### config.mk
export PLATFORM = sky130hd
export DESIGN_NAME = imem_loader
export DESIGN_NICKNAME = d
export VERILOG_FILES = /design/src/rtl/imem_loader.sv
export SDC_FILE = /design/constraint.sdc
export NUM_CORES = 1
export LEC_CHECK = 0
export ABC_AREA = 1
export CAP_MARGIN = 20
export CORE_ASPECT_RATIO = 0.6
export CORE_MARGIN = 5
export CORE_UTILIZATION = 54
export CTS_CLUSTER_DIAMETER = 150
export CTS_CLUSTER_SIZE = 40
export DETAILED_ROUTE_END_ITERATION = 10
export GPL_TIMING_DRIVEN = 0
export PLACE_DENSITY = 0.79
export SLEW_MARGIN = 20
export SYNTH_ARGS = -nofsm -noshare
export SYNTH_HDL_FRONTEND = slang
export SYNTH_SLANG_ARGS = --single-unit
export TNS_END_PERCENT = 30
### constraint.sdc
create_clock -name clk -period 4 [get_ports clk]
set_input_delay 0.8 -clock clk [delete_from_list [all_inputs] [get_ports clk]]
set_output_delay 0.8 -clock clk [all_outputs]
set_load 0.005 [all_outputs]
### src/rtl/imem_loader.sv
// imem_loader: byte-stream boot loader feeding the instruction memory write port.
// Stream layout: LEN_LO, LEN_HI (word count N, little-endian), then N*4 data bytes
// with each word sent least-significant byte first. When the macro CHECKSUM_EN is
// defined, the data is followed by one checksum byte, the XOR of all data bytes.
// The core is held at PC 0 until the whole image has been written.
module imem_loader #(
  parameter int ADDR_WIDTH = 8
) (
  input  logic                  clk,
  input  logic                  rst,
  input  logic                  in_valid,
  input  logic [7:0]            in_data,
  output logic                  in_ready,
  output logic                  we,
  output logic [ADDR_WIDTH-1:0] waddr,
  output logic [31:0]           wdata,
  output logic                  core_hold,
  output logic                  done,
  output logic                  error,
  output logic [ADDR_WIDTH:0]   words_loaded
);

  // Capacity in words, widened so it can be compared against the 16-bit header.
  localparam logic [16:0] DEPTH = 17'(1) << ADDR_WIDTH;

  typedef enum logic [2:0] {
    S_LEN0 = 3'd0,
    S_LEN1 = 3'd1,
    S_DATA = 3'd2,
`ifdef CHECKSUM_EN
    S_CHK  = 3'd3,
`endif
    S_DONE = 3'd4,
    S_ERR  = 3'd5
  } state_t;

  state_t                state_q, state_d;
  logic [7:0]            len_lo_q, len_lo_d;
  logic [15:0]           n_q, n_d;
  logic [1:0]            cnt_q, cnt_d;
  logic [23:0]           pack_q, pack_d;
  logic                  we_q, we_d;
  logic [ADDR_WIDTH-1:0] waddr_q, waddr_d;
  logic [31:0]           wdata_q, wdata_d;
  logic [ADDR_WIDTH:0]   wl_q, wl_d;
  logic                  done_q, done_d;
`ifdef CHECKSUM_EN
  logic [7:0]            xor_q, xor_d;
`endif

  logic        take;
  logic [15:0] len_w;
  logic [16:0] next_count;

  assign take       = in_valid & in_ready;
  assign len_w      = {in_data, len_lo_q};
  // Number of words written once the word currently being completed lands.
  assign next_count = 17'(wl_q) + 17'd1;

  // Bytes are accepted in every state except the terminal ones.
  assign in_ready     = (state_q != S_DONE) && (state_q != S_ERR);
  assign we           = we_q;
  assign waddr        = waddr_q;
  assign wdata        = wdata_q;
  assign done         = done_q;
  assign error        = (state_q == S_ERR);
  // Core is released only once done is visible, i.e. after the last strobe.
  assign core_hold    = ~done_q;
  assign words_loaded = wl_q;

  // State and datapath registers; reset restarts the load without touching memory.
  always_ff @(posedge clk or posedge rst) begin
    if (rst) begin
      state_q  <= S_LEN0;
      len_lo_q <= '0;
      n_q      <= '0;
      cnt_q    <= '0;
      pack_q   <= '0;
      we_q     <= 1'b0;
      waddr_q  <= '0;
      wdata_q  <= '0;
      wl_q     <= '0;
      done_q   <= 1'b0;
`ifdef CHECKSUM_EN
      xor_q    <= '0;
`endif
    end else begin
      state_q  <= state_d;
      len_lo_q <= len_lo_d;
      n_q      <= n_d;
      cnt_q    <= cnt_d;
      pack_q   <= pack_d;
      we_q     <= we_d;
      waddr_q  <= waddr_d;
      wdata_q  <= wdata_d;
      wl_q     <= wl_d;
      done_q   <= done_d;
`ifdef CHECKSUM_EN
      xor_q    <= xor_d;
`endif
    end
  end

  // Next-state logic: header parsing, byte packing, write strobe and termination.
  always_comb begin
    state_d  = state_q;
    len_lo_d = len_lo_q;
    n_d      = n_q;
    cnt_d    = cnt_q;
    pack_d   = pack_q;
    we_d     = 1'b0;
    waddr_d  = waddr_q;
    wdata_d  = wdata_q;
    // The word index advances at the end of the strobe cycle.
    wl_d     = wl_q + {{ADDR_WIDTH{1'b0}}, we_q};
    done_d   = done_q;
`ifdef CHECKSUM_EN
    xor_d    = xor_q;
`endif

    case (state_q)
      S_LEN0: begin
        if (take) begin
          len_lo_d = in_data;
          state_d  = S_LEN1;
        end
      end

      S_LEN1: begin
        if (take) begin
          if ((len_w == 16'd0) || ({1'b0, len_w} > DEPTH)) begin
            state_d = S_ERR;
          end else begin
            n_d     = len_w;
            cnt_d   = 2'd0;
            state_d = S_DATA;
`ifdef CHECKSUM_EN
            xor_d   = 8'd0;
`endif
          end
        end
      end

      S_DATA: begin
        if (take) begin
          cnt_d = cnt_q + 2'd1;
`ifdef CHECKSUM_EN
          xor_d = xor_q ^ in_data;
`endif
          case (cnt_q)
            2'd0: pack_d[7:0]   = in_data;
            2'd1: pack_d[15:8]  = in_data;
            2'd2: pack_d[23:16] = in_data;
            default: begin
              // Fourth byte completes the word: strobe it out next cycle.
              we_d    = 1'b1;
              wdata_d = {in_data, pack_q};
              waddr_d = wl_q[ADDR_WIDTH-1:0];
              if (next_count == {1'b0, n_q}) begin
`ifdef CHECKSUM_EN
                state_d = S_CHK;
`else
                state_d = S_DONE;
`endif
              end
            end
          endcase
        end
      end

`ifdef CHECKSUM_EN
      S_CHK: begin
        if (take) begin
          state_d = (in_data == xor_q) ? S_DONE : S_ERR;
        end
      end
`endif

      // done rises one cycle after entry, which is after the final strobe.
      S_DONE: done_d = 1'b1;

      S_ERR: ;

      default: state_d = S_ERR;
    endcase
  end

endmodule

==> summary by stage <==
Critical path
The worst setup path is captured at a primary output. The number of buffer and inverter stages on the critical path is 2. The category of the critical setup timing path is flop to primary output. The largest single stage delay on the critical path is 0.44 ns. The highest-delay cell along the critical path is sky130_fd_sc_hd__clkdlybuf4s50_1.

The cell family contributing the most delay on the critical path is buffers and inverters. The required time reported for the critical path endpoint is 3.20 ns. STA classifies the critical path startpoint as a flop. In this run the worst path has a maximum fanout of 5. The signal on the critical path passes through nor2_1 -> nand2_1 -> o21ai_0 -> inv_1 -> clkdlybuf4s50_1.

The data arrival at the endpoint of the critical path is approximately 1.7 ns.

Floorplan
The overall die area is between 10000 and 15000 µm². In this run the standard cell core region covers 8010 µm². The row count is 25. The number of top-level pins is 65.

For this configuration, the core starts out at a cell density of 0.565. The horizontal die dimension is ~130 µm. The height of the chip is a little over 80 µm.

Drt
The via density per instance is 5.13. The detailed-route wire length per cell is 14.6 µm. The via total after detailed routing is about 3600.

The count of TritonRoute iterations in the first routing pass is 5. The routed design has 10400 µm of wire. After detailed routing, the number of remaining DRC violations is 0.

The DRC marker count from the first detailed-route iteration is 272. The number of nets with antenna violations after routing is 0.

Placement
At the end of routability-driven placement, the weighted congestion stood at between 0.8 and 0.9. Before CTS, the worst setup slack after placement is 1.43 ns. The count of port buffers added during placement is 64. After legalization and detailed placement, the total HPWL measured 7350 µm.

STA
The number of pins exceeding their max-slew limit in the final report is 0. Dividing the final minimum period by the clock period gives 0.612. Setup repair after global routing left no endpoint under its margin. The relative slew slack is 0.656.

Clock skew on the completed layout was measured at 0.00932 ns. The setup slack of the critical path after layout is 1.55 ns. The total negative slack for setup checks is 0 ns. The slew at the pin with the worst max-slew slack is 0.510 ns. The total count of hold-check failures in the final report is 0. The count of endpoints failing setup in the final report is 0. Based on the critical path, the design can be clocked at up to a little over 400 MHz.

For the finished layout, the period the worst path requires is 2.45 ns.

Logic synthesis
The share of the synthesized area in compound gates (AO/OA/AOI/OAI) came to 0.0769. The largest family of logic cells by synthesized area is simple AND/OR/NAND/NOR gates. The mapped cell area is 4520 µm². The proportion of synthesized area in mux cells is 0. The share of synthesized cell area in full adder, half adder and majority cells is 0.0194. The post-synthesis xor/xnor area fraction is 0.0194. By area the synthesized netlist is led by sky130_fd_sc_hd__dfrtp_1, sky130_fd_sc_hd__nand2_1, sky130_fd_sc_hd__o21ai_0. In the synthesized netlist, the number of instances is 520. The number of warnings issued by yosys is 0. The synthesized design spends more area on one cell type than any other, namely sky130_fd_sc_hd__dfrtp_1. The synthesized design contains 104 register bits.

For this run, the register share of the synthesized area comes to 0.575. The post-synthesis simple-gate area fraction is 0.239. The area fraction of the dominant cell type after synthesis is 0.575.

The net count after synthesis is 538. The synthesized netlist contains 25 unique library cells. Averaged over all synthesized cells, the footprint is between 8 and 9 µm².

Layout
The net count of the finished layout is 614. The share of cells above drive strength 1 is 0.0965. The number of antenna diodes in the final layout is 0. The number of fill cells is between 600 and 700. Leaving out fill and tap cells, the most frequent cell in the layout is sky130_fd_sc_hd__nand2_1. The area growth from synthesis to final layout is 25.4%.

The top cell types in the final layout, fill and taps aside, are sky130_fd_sc_hd__nand2_1, sky130_fd_sc_hd__dfrtp_1, sky130_fd_sc_hd__clkdlybuf4s50_1.

Clock tree
Counting along the longest clock path gives a buffer depth of 2. The clock tree synthesis step divided the H-tree into 3 levels. The number of buffers inserted by hold repair at cts is 0.

The clock insertion delay at the later pin of the skew report is roughly 0.35 ns. The clock buffer count from CTS is 9. The number of setup buffers added after CTS is 0.

CTS saw between 100 and 150 sinks. The post-cts repair resize count is 0. TritonCTS built the clock tree. After clock tree synthesis, the clock-pin slew on the worst setup and hold paths is 0.07 ns. In this run the clock root is driven by a sky130_fd_sc_hd__clkbuf_16.

Power and ir drop
Power comes to 2080 µW. Power spread over the standard cell area amounts to 367 nW/µm². IR analysis of the VDD net gives a maximum drop of 0.228 mV. In this run the static leakage power is 0.00285 µW.

Global routing
The number of global-route vias before repair came to ~3600. Entering global routing, the biggest net connects 65 pins. The initial antenna violation count is 0. The global-route wire length before repair is ~17000 µm. For this run, the total global-route usage over all layers was measured as 0.216. The leftover overflow at the end of global routing is 0.

Min path
The min-delay analysis places its worst path in the category flop to flop.

Status
The flow ran to the end, and the final reports show no timing, DRC or antenna violations.

Flow run
The number of violations of the max-capacitance limit is 0.
## flip-flops by register name (all words and copies together), names as in the netlist
signal,count
state_q,3
pack_q,24
waddr,8
we,1
cnt_q,2
wdata,32
n_q,16
done,1
words_loaded,9
len_lo_q,8
## area by class of cell
type	count	area, µm²	area share
clock buffers	10	239	0.0421
clock inverters	6	100	0.0176
inverters	60	230	0.0406
plain buffers	15	91.3	0.0161
multi-input cells	341	1610	0.283
flip-flops and latches	104	2600	0.459
well taps	108	135	0.0238
repair buffers	65	668	0.118
## Yosys cell counts, drive strengths merged
library cell / count
nand3: 20
nand4: 6
dfrtp: 104
nor2: 27
clkbuf: 5
o211ai: 1
inv: 60
buf: 10
xnor2: 4
ha: 7
xor2: 6
nand3b: 1
a21oi: 1
o21ai: 61
nand2: 207
## metal layers
metal  part of all wire  GRT usage  routed length, µm  vias to the layer above
met5                  0          0                  0                        -
met4              0.013     0.0752                136                        0
met3              0.055     0.0644                570                       15
met2               0.47      0.351               4910                       98
met1               0.46      0.280               4770                     1770
li1                   -          -                  -                     1757
## metrics by stage
step | area, µm² | util | hold slack (ns) | instances
finish | 5670 | 0.708 | 0.472 | 709
global route | 5670 | 0.708 | 0.495 | 709
CTS | 5670 | 0.708 | 0.471 | 709
detailed placement | 5330 | 0.666 | 0.453 | 693
global placement | 5300 | 0.662 | 0.447 | 692
floorplan | 4520 | - | 0.436 | 520
## final timing paths
kind	from	endpoint	slack, ns	cells past startpoint
max in group asynchronous	rst	pack_q[21]	2.53	3
setup reg to reg	words_loaded[1]	state_q[0]	2.19	12
hold / removal	n_q[13]	n_q[13]	0.47	2
hold reg to reg	n_q[13]	n_q[13]	0.47	2
min in group asynchronous	rst	waddr[5]	0.86	2
setup / recovery	state_q[1]	in_ready	1.55	5
## where the power goes
group	internal [µW]	total, µW	switching, µW
combinational	15.0	53.2	38.1
clock	576	977	401
sequential	1050	1050	1.28
## worst register-to-register path, cell delays in order (launching register included)
cell and delay, ns:
sky130_fd_sc_hd__dfrtp_1 0.48, sky130_fd_sc_hd__ha_1 0.27, sky130_fd_sc_hd__nand3_1 0.11, sky130_fd_sc_hd__inv_1 0.11, sky130_fd_sc_hd__nand2_1 0.07, sky130_fd_sc_hd__nand3_1 0.07, sky130_fd_sc_hd__nand2_1 0.06, sky130_fd_sc_hd__nor2_1 0.12
sky130_fd_sc_hd__nand3_2 0.11, sky130_fd_sc_hd__nand2_2 0.11, sky130_fd_sc_hd__nand2_2 0.06, sky130_fd_sc_hd__nand2_1 0.08, sky130_fd_sc_hd__nand2_1 0.05
## cells by family after synthesis
logic type	count (synthesis)
AND/OR/NAND/NOR	261
AO/OA/AOI/OAI	63
adder cells (fa/ha/maj)	7
XOR/XNOR	10
flip-flops	104
buffers and inverters	75
Note: power is estimated with default switching activity, not from simulation.
